--- config.mk ---
export PLATFORM = sky130hd
export DESIGN_NAME = lz77_job_scheduler_flat
export DESIGN_NICKNAME = d
export VERILOG_FILES = /design/src/rtl/lz77_job_scheduler_if.sv /design/src/rtl/lz77_job_scheduler.sv /design/src/flat_wrapper.sv
export SDC_FILE = /design/constraint.sdc
export NUM_CORES = 1
export LEC_CHECK = 0
export BUFFER_PORTS_ARGS = -buffer_cell sky130_fd_sc_hd__buf_2
export CORE_AREA = 2 2 118 120
export DETAILED_ROUTE_END_ITERATION = 10
export DIE_AREA = 0 0 120 122
export MAX_ROUTING_LAYER = met4
export SYNTH_ARGS = -nofsm -noshare
export SYNTH_HDL_FRONTEND = slang
export SYNTH_SLANG_ARGS = --single-unit
--- constraint.sdc ---
create_clock -name clk -period 3.5 [get_ports clk]
set_input_delay 0.175 -clock clk [delete_from_list [all_inputs] [get_ports clk]]
set_output_delay 0.175 -clock clk [all_outputs]
set_load 0.02 [all_outputs]
--- src/rtl/lz77_job_scheduler_if.sv ---
`default_nettype none
// ============================================================================
// Module   : lz77_job_scheduler_if
// Purpose  : Bundles every non-clock/reset signal of lz77_job_scheduler.
//            modport master : the scheduler. It drives grant/busy/done/err,
//                             the memory address, the encoder control and the
//                             forwarded tuple stream.
//            modport slave  : the environment. It drives requests, bases,
//                             memory read data and the encoder results.
// Ports    : req, base0, base1, grant, busy, done, err       (job side)
//            mem_addr, mem_rdata                             (char memory)
//            enc_rst, enc_chardata, enc_valid, enc_finish,
//            enc_offset, enc_match_len, enc_char_nxt         (encoder)
//            out_valid, out_tag, out_offset, out_match_len,
//            out_char_nxt, tuple_cnt                         (tuple stream)
// Revision : 1.0 - initial release
// ============================================================================
interface lz77_job_scheduler_if #(
  parameter int ADDR_W = 16,
  parameter int CNT_W  = 14
);
  logic [1:0]        req;
  logic [ADDR_W-1:0] base0;
  logic [ADDR_W-1:0] base1;
  logic [1:0]        grant;
  logic              busy;
  logic [1:0]        done;
  logic              err;
  logic [ADDR_W-1:0] mem_addr;
  logic [7:0]        mem_rdata;
  logic              enc_rst;
  logic [7:0]        enc_chardata;
  logic              enc_valid;
  logic              enc_finish;
  logic [4:0]        enc_offset;
  logic [4:0]        enc_match_len;
  logic [7:0]        enc_char_nxt;
  logic              out_valid;
  logic              out_tag;
  logic [4:0]        out_offset;
  logic [4:0]        out_match_len;
  logic [7:0]        out_char_nxt;
  logic [CNT_W-1:0]  tuple_cnt;

  modport master (
    input  req, base0, base1, mem_rdata,
           enc_valid, enc_finish, enc_offset, enc_match_len, enc_char_nxt,
    output grant, busy, done, err, mem_addr, enc_rst, enc_chardata,
           out_valid, out_tag, out_offset, out_match_len, out_char_nxt,
           tuple_cnt
  );

  modport slave (
    output req, base0, base1, mem_rdata,
           enc_valid, enc_finish, enc_offset, enc_match_len, enc_char_nxt,
    input  grant, busy, done, err, mem_addr, enc_rst, enc_chardata,
           out_valid, out_tag, out_offset, out_match_len, out_char_nxt,
           tuple_cnt
  );
endinterface
`default_nettype wire

--- src/rtl/lz77_job_scheduler.sv ---
`default_nettype none
// ============================================================================
// Module   : lz77_job_scheduler
// Purpose  : Time-shares one LZ77 encoder between two requesters. It
//            arbitrates round-robin, streams BLOCK_LEN characters from a
//            1-cycle-latency memory into the encoder, forwards the emitted
//            tuples tagged with the owner, and pulses done (with err on
//            timeout).
// Ports    : clk   - clock
//            reset - asynchronous active-high reset
//            bus   - lz77_job_scheduler_if.master (job, memory, encoder and
//                    tuple-stream signals)
// Revision : 1.0 - initial release
// ============================================================================
module lz77_job_scheduler #(
  parameter int ADDR_W    = 16,
  parameter int BLOCK_LEN = 8192,
  parameter int TIMEOUT   = 262143,
  parameter int CNT_W     = 14
) (
  input  wire logic             clk,
  input  wire logic             reset,
  lz77_job_scheduler_if.master  bus
);

  localparam int LOAD_W = $clog2(BLOCK_LEN + 1);
  localparam int RUN_W  = $clog2(TIMEOUT + 1);

  typedef enum logic [2:0] {
    S_IDLE  = 3'd0,
    S_ARB   = 3'd1,
    S_PRIME = 3'd2,
    S_LOAD  = 3'd3,
    S_RUN   = 3'd4,
    S_DONE  = 3'd5
  } state_t;

  state_t            state_q,        state_d;
  logic              owner_q,        owner_d;
  logic              last_owner_q,   last_owner_d;
  logic [1:0]        grant_q,        grant_d;
  logic              busy_q,         busy_d;
  logic [1:0]        done_q,         done_d;
  logic              err_q,          err_d;
  logic [ADDR_W-1:0] mem_addr_q,     mem_addr_d;
  logic [7:0]        chardata_q,     chardata_d;
  logic              enc_rst_q,      enc_rst_d;
  logic              out_valid_q,    out_valid_d;
  logic              out_tag_q,      out_tag_d;
  logic [4:0]        out_offset_q,   out_offset_d;
  logic [4:0]        out_match_len_q, out_match_len_d;
  logic [7:0]        out_char_nxt_q, out_char_nxt_d;
  logic [CNT_W-1:0]  tuple_cnt_q,    tuple_cnt_d;
  logic [LOAD_W-1:0] load_cnt_q,     load_cnt_d;
  logic [RUN_W-1:0]  run_cnt_q,      run_cnt_d;

  logic              arb_sel;

  always_comb begin
    state_d         = state_q;
    owner_d         = owner_q;
    last_owner_d    = last_owner_q;
    grant_d         = grant_q;
    busy_d          = busy_q;
    done_d          = 2'b00;
    err_d           = 1'b0;
    mem_addr_d      = mem_addr_q;
    chardata_d      = chardata_q;
    out_valid_d     = 1'b0;
    out_tag_d       = out_tag_q;
    out_offset_d    = out_offset_q;
    out_match_len_d = out_match_len_q;
    out_char_nxt_d  = out_char_nxt_q;
    tuple_cnt_d     = tuple_cnt_q;
    load_cnt_d      = load_cnt_q;
    run_cnt_d       = run_cnt_q;

    // A lone request wins outright; on a tie the requester that did not own
    // the previous job goes next.
    case (bus.req)
      2'b01:   arb_sel = 1'b0;
      2'b10:   arb_sel = 1'b1;
      default: arb_sel = ~last_owner_q;
    endcase

    case (state_q)
      S_IDLE: begin
        if (bus.req != 2'b00) state_d = S_ARB;
      end

      S_ARB: begin
        if (bus.req == 2'b00) begin
          // Request withdrawn before it could be granted.
          state_d = S_IDLE;
        end else begin
          owner_d     = arb_sel;
          grant_d     = arb_sel ? 2'b10 : 2'b01;
          busy_d      = 1'b1;
          tuple_cnt_d = '0;
          // The base is captured so that it is already on mem_addr during
          // the PRIME cycle; this is the only point where it is sampled.
          mem_addr_d  = arb_sel ? bus.base1 : bus.base0;
          state_d     = S_PRIME;
        end
      end

      S_PRIME: begin
        // The memory returns byte[base] next cycle. Move the address one
        // ahead so that LOAD cycle t reads base+t and presents base+t+1.
        mem_addr_d = mem_addr_q + 1'b1;
        load_cnt_d = '0;
        state_d    = S_LOAD;
      end

      S_LOAD: begin
        chardata_d = bus.mem_rdata;
        if (load_cnt_q == LOAD_W'(BLOCK_LEN - 1)) begin
          run_cnt_d = '0;
          state_d   = S_RUN;
        end else begin
          load_cnt_d = load_cnt_q + 1'b1;
          mem_addr_d = mem_addr_q + 1'b1;
        end
      end

      S_RUN: begin
        if (bus.enc_valid) begin
          out_valid_d     = 1'b1;
          out_tag_d       = owner_q;
          out_offset_d    = bus.enc_offset;
          out_match_len_d = bus.enc_match_len;
          out_char_nxt_d  = bus.enc_char_nxt;
          if (tuple_cnt_q != {CNT_W{1'b1}}) tuple_cnt_d = tuple_cnt_q + 1'b1;
        end
        // A finish flag takes priority over a timeout in the same cycle.
        if (bus.enc_finish) begin
          done_d  = grant_q;
          state_d = S_DONE;
        end else if (run_cnt_q == RUN_W'(TIMEOUT - 1)) begin
          done_d  = grant_q;
          err_d   = 1'b1;
          state_d = S_DONE;
        end else begin
          run_cnt_d = run_cnt_q + 1'b1;
        end
      end

      S_DONE: begin
        last_owner_d = owner_q;
        grant_d      = 2'b00;
        busy_d       = 1'b0;
        state_d      = S_IDLE;
      end

      default: state_d = S_IDLE;
    endcase

    // The encoder only runs while characters stream in and tuples come out.
    enc_rst_d = !((state_d == S_LOAD) || (state_d == S_RUN));
  end

  always_ff @(posedge clk or posedge reset) begin
    if (reset) begin
      state_q         <= S_IDLE;
      owner_q         <= 1'b0;
      last_owner_q    <= 1'b1;
      grant_q         <= 2'b00;
      busy_q          <= 1'b0;
      done_q          <= 2'b00;
      err_q           <= 1'b0;
      mem_addr_q      <= '0;
      chardata_q      <= 8'h00;
      enc_rst_q       <= 1'b1;
      out_valid_q     <= 1'b0;
      out_tag_q       <= 1'b0;
      out_offset_q    <= 5'd0;
      out_match_len_q <= 5'd0;
      out_char_nxt_q  <= 8'h00;
      tuple_cnt_q     <= '0;
      load_cnt_q      <= '0;
      run_cnt_q       <= '0;
    end else begin
      state_q         <= state_d;
      owner_q         <= owner_d;
      last_owner_q    <= last_owner_d;
      grant_q         <= grant_d;
      busy_q          <= busy_d;
      done_q          <= done_d;
      err_q           <= err_d;
      mem_addr_q      <= mem_addr_d;
      chardata_q      <= chardata_d;
      enc_rst_q       <= enc_rst_d;
      out_valid_q     <= out_valid_d;
      out_tag_q       <= out_tag_d;
      out_offset_q    <= out_offset_d;
      out_match_len_q <= out_match_len_d;
      out_char_nxt_q  <= out_char_nxt_d;
      tuple_cnt_q     <= tuple_cnt_d;
      load_cnt_q      <= load_cnt_d;
      run_cnt_q       <= run_cnt_d;
    end
  end

  assign bus.grant         = grant_q;
  assign bus.busy          = busy_q;
  assign bus.done          = done_q;
  assign bus.err           = err_q;
  assign bus.mem_addr      = mem_addr_q;
  assign bus.enc_rst       = enc_rst_q;
  // During LOAD the memory byte goes straight to the encoder so cycle t
  // carries byte[base+t]; afterwards the last byte is held.
  assign bus.enc_chardata  = (state_q == S_LOAD) ? bus.mem_rdata : chardata_q;
  assign bus.out_valid     = out_valid_q;
  assign bus.out_tag       = out_tag_q;
  assign bus.out_offset    = out_offset_q;
  assign bus.out_match_len = out_match_len_q;
  assign bus.out_char_nxt  = out_char_nxt_q;
  assign bus.tuple_cnt     = tuple_cnt_q;

endmodule
`default_nettype wire

--- src/flat_wrapper.sv ---
// flat-port wrapper written by rule: the top's interface ports become plain ports
module lz77_job_scheduler_flat 
#(
  parameter int ADDR_W    = 16,
  parameter int BLOCK_LEN = 8192,
  parameter int TIMEOUT   = 262143,
  parameter int CNT_W     = 14
)
  (clk, reset, bus_req, bus_base0, bus_base1, bus_mem_rdata, bus_enc_valid, bus_enc_finish, bus_enc_offset, bus_enc_match_len, bus_enc_char_nxt, bus_grant, bus_busy, bus_done, bus_err, bus_mem_addr, bus_enc_rst, bus_enc_chardata, bus_out_valid, bus_out_tag, bus_out_offset, bus_out_match_len, bus_out_char_nxt, bus_tuple_cnt);
  lz77_job_scheduler_if #(.ADDR_W(ADDR_W), .CNT_W(CNT_W)) bus_i ();
  input  wire logic clk;
  input  wire logic reset;
  input wire logic [$bits(bus_i.req)-1:0] bus_req;
  input wire logic [$bits(bus_i.base0)-1:0] bus_base0;
  input wire logic [$bits(bus_i.base1)-1:0] bus_base1;
  input wire logic [$bits(bus_i.mem_rdata)-1:0] bus_mem_rdata;
  input wire logic [$bits(bus_i.enc_valid)-1:0] bus_enc_valid;
  input wire logic [$bits(bus_i.enc_finish)-1:0] bus_enc_finish;
  input wire logic [$bits(bus_i.enc_offset)-1:0] bus_enc_offset;
  input wire logic [$bits(bus_i.enc_match_len)-1:0] bus_enc_match_len;
  input wire logic [$bits(bus_i.enc_char_nxt)-1:0] bus_enc_char_nxt;
  output wire logic [$bits(bus_i.grant)-1:0] bus_grant;
  output wire logic [$bits(bus_i.busy)-1:0] bus_busy;
  output wire logic [$bits(bus_i.done)-1:0] bus_done;
  output wire logic [$bits(bus_i.err)-1:0] bus_err;
  output wire logic [$bits(bus_i.mem_addr)-1:0] bus_mem_addr;
  output wire logic [$bits(bus_i.enc_rst)-1:0] bus_enc_rst;
  output wire logic [$bits(bus_i.enc_chardata)-1:0] bus_enc_chardata;
  output wire logic [$bits(bus_i.out_valid)-1:0] bus_out_valid;
  output wire logic [$bits(bus_i.out_tag)-1:0] bus_out_tag;
  output wire logic [$bits(bus_i.out_offset)-1:0] bus_out_offset;
  output wire logic [$bits(bus_i.out_match_len)-1:0] bus_out_match_len;
  output wire logic [$bits(bus_i.out_char_nxt)-1:0] bus_out_char_nxt;
  output wire logic [$bits(bus_i.tuple_cnt)-1:0] bus_tuple_cnt;
  assign bus_i.req = bus_req;
  assign bus_i.base0 = bus_base0;
  assign bus_i.base1 = bus_base1;
  assign bus_i.mem_rdata = bus_mem_rdata;
  assign bus_i.enc_valid = bus_enc_valid;
  assign bus_i.enc_finish = bus_enc_finish;
  assign bus_i.enc_offset = bus_enc_offset;
  assign bus_i.enc_match_len = bus_enc_match_len;
  assign bus_i.enc_char_nxt = bus_enc_char_nxt;
  assign bus_grant = bus_i.grant;
  assign bus_busy = bus_i.busy;
  assign bus_done = bus_i.done;
  assign bus_err = bus_i.err;
  assign bus_mem_addr = bus_i.mem_addr;
  assign bus_enc_rst = bus_i.enc_rst;
  assign bus_enc_chardata = bus_i.enc_chardata;
  assign bus_out_valid = bus_i.out_valid;
  assign bus_out_tag = bus_i.out_tag;
  assign bus_out_offset = bus_i.out_offset;
  assign bus_out_match_len = bus_i.out_match_len;
  assign bus_out_char_nxt = bus_i.out_char_nxt;
  assign bus_tuple_cnt = bus_i.tuple_cnt;
  lz77_job_scheduler #(.ADDR_W(ADDR_W), .BLOCK_LEN(BLOCK_LEN), .TIMEOUT(TIMEOUT), .CNT_W(CNT_W)) u_core (.clk(clk), .reset(reset), .bus(bus_i));
endmodule
* Word level (Yosys, flattened, before mapping)
Cells that the tools add are included.
** Cells by class
- Add/sub/neg operators :: 4
- Equality and inequality tests :: 19
- Multiplexer cells :: 35
- Bitwise operators :: 2
- Reduce and logical (&&, ||, !) cells :: 17
** Operator list (number)
- 14-bit two-way mux :: 4
- 14-bit case mux with 2 select lines :: 2
- 18-bit two-way mux :: 3
- 16-bit two-way mux :: 3
- 16-bit case mux with 3 select lines :: 1
- 18-bit case mux with 2 select lines :: 1
- 14-bit by 1-bit adder with 14-bit output, second input constant :: 2
- 18-bit by 1-bit adder with 18-bit output, second input constant :: 1
- 18-bit == test, second input constant :: 1
- 16-bit by 1-bit adder with 16-bit output, second input constant :: 1
- 3-bit case mux with 5 select lines :: 1
- 14-bit by 13-bit == test with 1-bit output, second input constant :: 1
- 14-bit inequality test, second input constant :: 1
- 2-bit two-way mux :: 6
- 3-bit two-way mux :: 4
- 2-bit inequality test, second input constant :: 5
- 2-bit nonzero test :: 5
- 3-bit by 2-bit == test with 1-bit output, second input constant :: 3
- 3-bit == test, second input constant :: 3
- 8-bit two-way mux :: 1
- 2-bit AND reduction :: 4
- 4-bit AND reduction :: 2
- 1-bit two-way mux :: 6
- 2-bit by 1-bit inequality test with 1-bit output, second input constant :: 2
- other kinds (12) :: 14
** Storage, ports and cells
- Register bits :: 102
- Output and inout port bits :: 65
- Word-level logic and storage cells :: 95

* Longest topological paths before layout
- Word-level depth :: 7
- Depth in mapped cells :: 9
- Gate-level depth less buffers :: 7

* Worst setup path after synthesis
OpenSTA, ideal clock, no wires.
- Path type :: register to register
- From :: reg u_core.state_q[1]
- To :: reg u_core.run_cnt_q[9]
- Setup time :: 0.129 ns
- Data arrival time :: 2.069 ns
- Data required time :: 3.371 ns
- Setup slack :: 1.302 ns
- Cell stages (with the launch flop) :: 8
- Path buffers :: 2
- Clock period less this slack :: 2.198 ns
- Cells stage by stage :: dfrtp_1 -> buf_6 -> or4b_1 -> buf_2 -> or4_4 -> a211oi_2 -> xnor2_1 -> nor2_2
** Between the ends
- Cells in the longest elaborated chain, start to end :: 3
- Elaborated cells on any way between the ends :: 8
- Classes of those cells :: eq/ne: 5; mux: 1; reduce/logical: 2
** RTL lines
- from (decl) :: line lz77_job_scheduler.sv:38 : state_t state_q, state_d;
- from (signal assigned) :: line lz77_job_scheduler.sv:183 : state_q <= state_d;
- 3-bit by 2-bit == test with 1-bit output / 3-bit == test (equally long branches) :: line lz77_job_scheduler.sv:86 : case (state_q)
- 2-bit by 1-bit inequality test with 1-bit output (no line) (tied with other cells)
- 4-bit AND reduction (no line)
- to (signal assigned) :: line lz77_job_scheduler.sv:200 : run_cnt_q <= run_cnt_d;
- to (decl) :: line lz77_job_scheduler.sv:55 : logic [RUN_W-1:0] run_cnt_q, run_cnt_d;
Parallel ways exist; a longest one is shown, timed or not.
A chain may end at the register's enable or synchronous reset.

* Worst setup path after layout
- From :: reg u_core.state_q[0]
- To :: reg u_core.tuple_cnt_q[3], in the netlist u_core.bus.tuple_cnt[3]
** Between the ends
- Cells in the longest elaborated chain, start to end :: 3
- Elaborated cells on any way between the ends :: 8
- Classes of those cells :: eq/ne: 5; mux: 1; reduce/logical: 2
** RTL lines
- 3-bit == test / 3-bit by 1-bit == test with 1-bit output (equally long branches) :: line lz77_job_scheduler.sv:86
- 2-bit by 1-bit inequality test with 1-bit output (no line) (tied with other cells)
- 4-bit AND reduction (no line)
- to (signal assigned) :: line lz77_job_scheduler.sv:198 : tuple_cnt_q <= tuple_cnt_d;
- to (decl) :: line lz77_job_scheduler.sv:53 : logic [CNT_W-1:0] tuple_cnt_q, tuple_cnt_d;
Parallel ways exist; a longest one is shown, timed or not.

==> metrics.yaml <==
outcome: "complete, no violations"
nFillCells: 1293
grt_start_max_net_pins: 79
cts_sinks: 102
numCtsBuffers: 9
syn2layout_area_growth_pct: 21.1
fin_setup_tns_ns: 0
final.min_clock_period_ns: 2.56
fin_crit_sh: 0.731
p_leak_nw: 3.10
path_class: "reg -> reg"
critPathSlowestCell: "inv_1"
crit_path_max_fanout: 30
gp_congestion: 0.900
cp_top_family: "buffers and inverters"
synth-edff-count: 0
coreArea_um2: 13500
power_mw: 3.33
drive_gt1_frac: 0.264
slew_violations: 0
fmax_mhz: 391
hold_violations: 0
n_antenna_cell: 0
regArea_um2: 2550
cp_num_buf_inv: 3
fin_util: 0.481
required_ns: 3.73
dp_hpwl_um: 9740
drtPass1Iterations: 5
cp-start-kind: "flip-flop"
worstMarginPinSlew_ns: 0.951
syn_avg_cell_area_um2: 9.16
num_rows: 43
syn-cell-area_um2: 5360
slowest_delay_ns: 0.65
ys_types: 65
nNetsFinal: 775
clkTransAtPathRegs_ns: 0.07
grt_antenna_before_repair: 0
wl_per_cell_um: 15.6
max_slew_margin: 0.366
vias_per_cell: 5.38
crit_arrival_ns: 2.79
wirelength_um: 13800
cap_violations: 0
ir_drop_mv: 0.294
clkLatencyLatePin_ns: 0.35
yosysSeqAreaShare: 0.477
synth_warnings: 0
start_util: 0.397
dieArea_um2: 14600
postCtsSetupBuffers: 0
htree_levels: 3
cpMostUsedCell: "buf_4"
synthArstFlopShare: 1.00
hold_class: "in -> reg"
via_count: 4784
skew_ns: 0.00922
finalSetupViolations: 0
port_buffers: 128
track_usage: 0.197
crit_chain: "nor3b_1, buf_4, nand2_1, buf_4, inv_1, nand4_1, a21oi_1, xnor2_1, nor2_1"
ys.flop_type: "dfrtp_1"
cts_tree: "yes"
synth_nets: 656
p_per_area_nw_per_um2: 512
clk_path_buf_depth: 2
drc: 0
drt.antenna.violating_nets: 0
drt_iter0_drc: 347
dp.cells: 872
fp.dieW_um: 120
syn_inst: 585
rsz0062_at_grt: "false"
yosys_register_bits: 102
fp.dieH_um: 122
ios: 129
holdWs_ns: 0.0106
grt_overflow_total: 0
root_buffer: "clkbuf_16"
fin_cells: 889
grt_pass1_vias: 4468
multi_input_area_um2: 2630
grt_pass1_wl_um: 22400
endpoint_kind: "flip-flop"
-- worst register-to-register path, delay by kind of cell (launching register included) --
family / cells / cell delay (ns)
compound gates: 1 / 0.18
xor+xnor: 1 / 0.14
buf+inv: 3 / 1.02
flops: 1 / 0.57
simple gates: 4 / 0.53
-- sequential cells by signal, summed over array words and instances (netlist names) --
| name | cells |
|---|---|
| u_core.bus.out_offset | 5 |
| u_core.load_cnt_q | 14 |
| u_core.run_cnt_q | 18 |
| u_core.bus.busy | 1 |
| u_core.bus.tuple_cnt | 14 |
| u_core.bus.mem_addr | 16 |
| u_core.chardata_q | 8 |
| u_core.bus.out_valid | 1 |
| u_core.bus.out_match_len | 5 |
| u_core.last_owner_q | 1 |
| u_core.bus.grant | 2 |
| u_core.bus.done | 2 |
| u_core.owner_q | 1 |
| u_core.bus.out_char_nxt | 8 |
| u_core.bus.err | 1 |
| u_core.bus.enc_rst | 1 |
| u_core.bus.out_tag | 1 |
| u_core.state_q | 3 |
-- cells in the mapped netlist, drive strengths merged (3+ instances only) --
master    n  area [um2]
buf       9        46.3
clkbuf   24        90.1
nand2b    4        25.0
or4       4        33.8
nand3    23         115
and2      9        56.3
a21oi    33         165
a31oi    12        75.1
or3       4        25.0
inv      12        45.0
a32o      3        30.0
o32a      3        30.0
xnor2    15         131
or4b      3        30.0
nor3     12        60.1
nand4    20         125
nor4      9        68.8
o41ai     3        26.3
mux2     14         158
and4     13         114
xor2      3        26.3
dfrtp   100        2500
a211oi    5        47.5
a32oi     3        26.3
a311oi    6        58.8
o31ai     4        30.0
o211ai    4        30.0
and3      6        37.5
ha        7        87.6
a21o      3        22.5
nand2   114         428
mux2i     5        50.1
o311ai    3        26.3
o21ai    15        75.1
nor2     50         190
-- power by group --
part           switching, mW  total, mW  leakage, nW  internal, mW
Clock                  0.450      0.979        0.141         0.529
Sequential             0.205       1.54         1.33          1.33
Combinational          0.470      0.808         1.63         0.337
-- area by class of cell --
| cell class | count | area share |
|---|---|---|
| Sequential cell | 102 | 0.394 |
| Clock buffer | 13 | 0.0401 |
| Tap cell | 180 | 0.0347 |
| Timing Repair Buffer | 141 | 0.114 |
| Inverter | 13 | 0.00790 |
| Clock inverter | 3 | 0.00405 |
| Multi-Input combinational cell | 437 | 0.406 |
-- kinds of logic (layout without fill, tap and decap cells) --
group | count (synthesis) | after routing | share of synthesized area
AOI/OAI and AO/OA | 113 | 113 | 0.147
xor gates and xnor gates | 18 | 18 | 0.0294
adders and majority gates | 7 | 7 | 0.0163
buffers and inverters | 46 | 170 | 0.0345
DFF | 102 | 102 | 0.477
muxes | 19 | 19 | 0.0387
and+or+nand+nor | 280 | 280 | 0.258
-- what timing repair did --
| item | CTS | global route |
|---|---|---|
| gates resized for setup | 0 | 0 |
| setup endpoints to repair | 0 | 0 |
| hold buffers | 1 | 0 |
| hold endpoints to repair | 1 | 0 |
-- stage by stage --
stage	area (um2)	setup WS (ns)
floorplan	5360	0.653
global placement	6190	1.02
detailed placement	6190	0.958
CTS	6490	0.928
global route	6490	0.681
finish	6490	0.943
-- routing by layer --
layer,global-route usage,wire length (um),up-vias
met4,0.0625,198,0
met3,0.0403,578,13
met2,0.309,6580,109
li1,-,-,2349
met5,-,0,-
met1,0.258,6470,2313
-- cell usage in the layout (no fill, tap or decap), drive strengths merged, types with 3 or more instances in the layout --
master,Yosys,final
nor4,9,9
and2,9,9
nand2b,4,4
and3,6,6
nand3,23,23
nor3,12,12
o31ai,4,4
dfrtp,100,100
or4,4,4
and4,13,13
mux2,14,14
o211ai,4,4
or3,4,4
inv,12,14
a31oi,12,12
ha,7,7
nand4,20,20
a32o,3,3
a311oi,6,6
nor2,50,50
o21ai,15,15
nand2,114,114
o41ai,3,3
a21o,3,3
a211oi,5,5
xor2,3,3
o311ai,3,3
mux2i,5,5
clkbuf,24,13
or4b,3,3
a32oi,3,3
o32a,3,3
a21oi,33,33
buf,9,140
xnor2,15,15
-- path summary, 6_finish.rpt --
check	from	endpoint	slack [ns]	cells after the start
max in group asynchronous	reset	u_core.bus.mem_addr[6]	2.70	3
worst max-delay path	u_core.state_q[0]	u_core.bus.tuple_cnt[3]	0.94	9
min in group asynchronous	reset	u_core.bus.out_char_nxt[0]	0.04	2
worst min-delay path	bus_enc_match_len[1]	u_core.bus.out_match_len[1]	0.01	3
worst max register to register	u_core.state_q[0]	u_core.bus.tuple_cnt[3]	0.94	9
worst min register to register	u_core.bus.out_offset[3]	u_core.bus.out_offset[3]	0.47	2
Note: power is estimated with default switching activity, not from simulation.
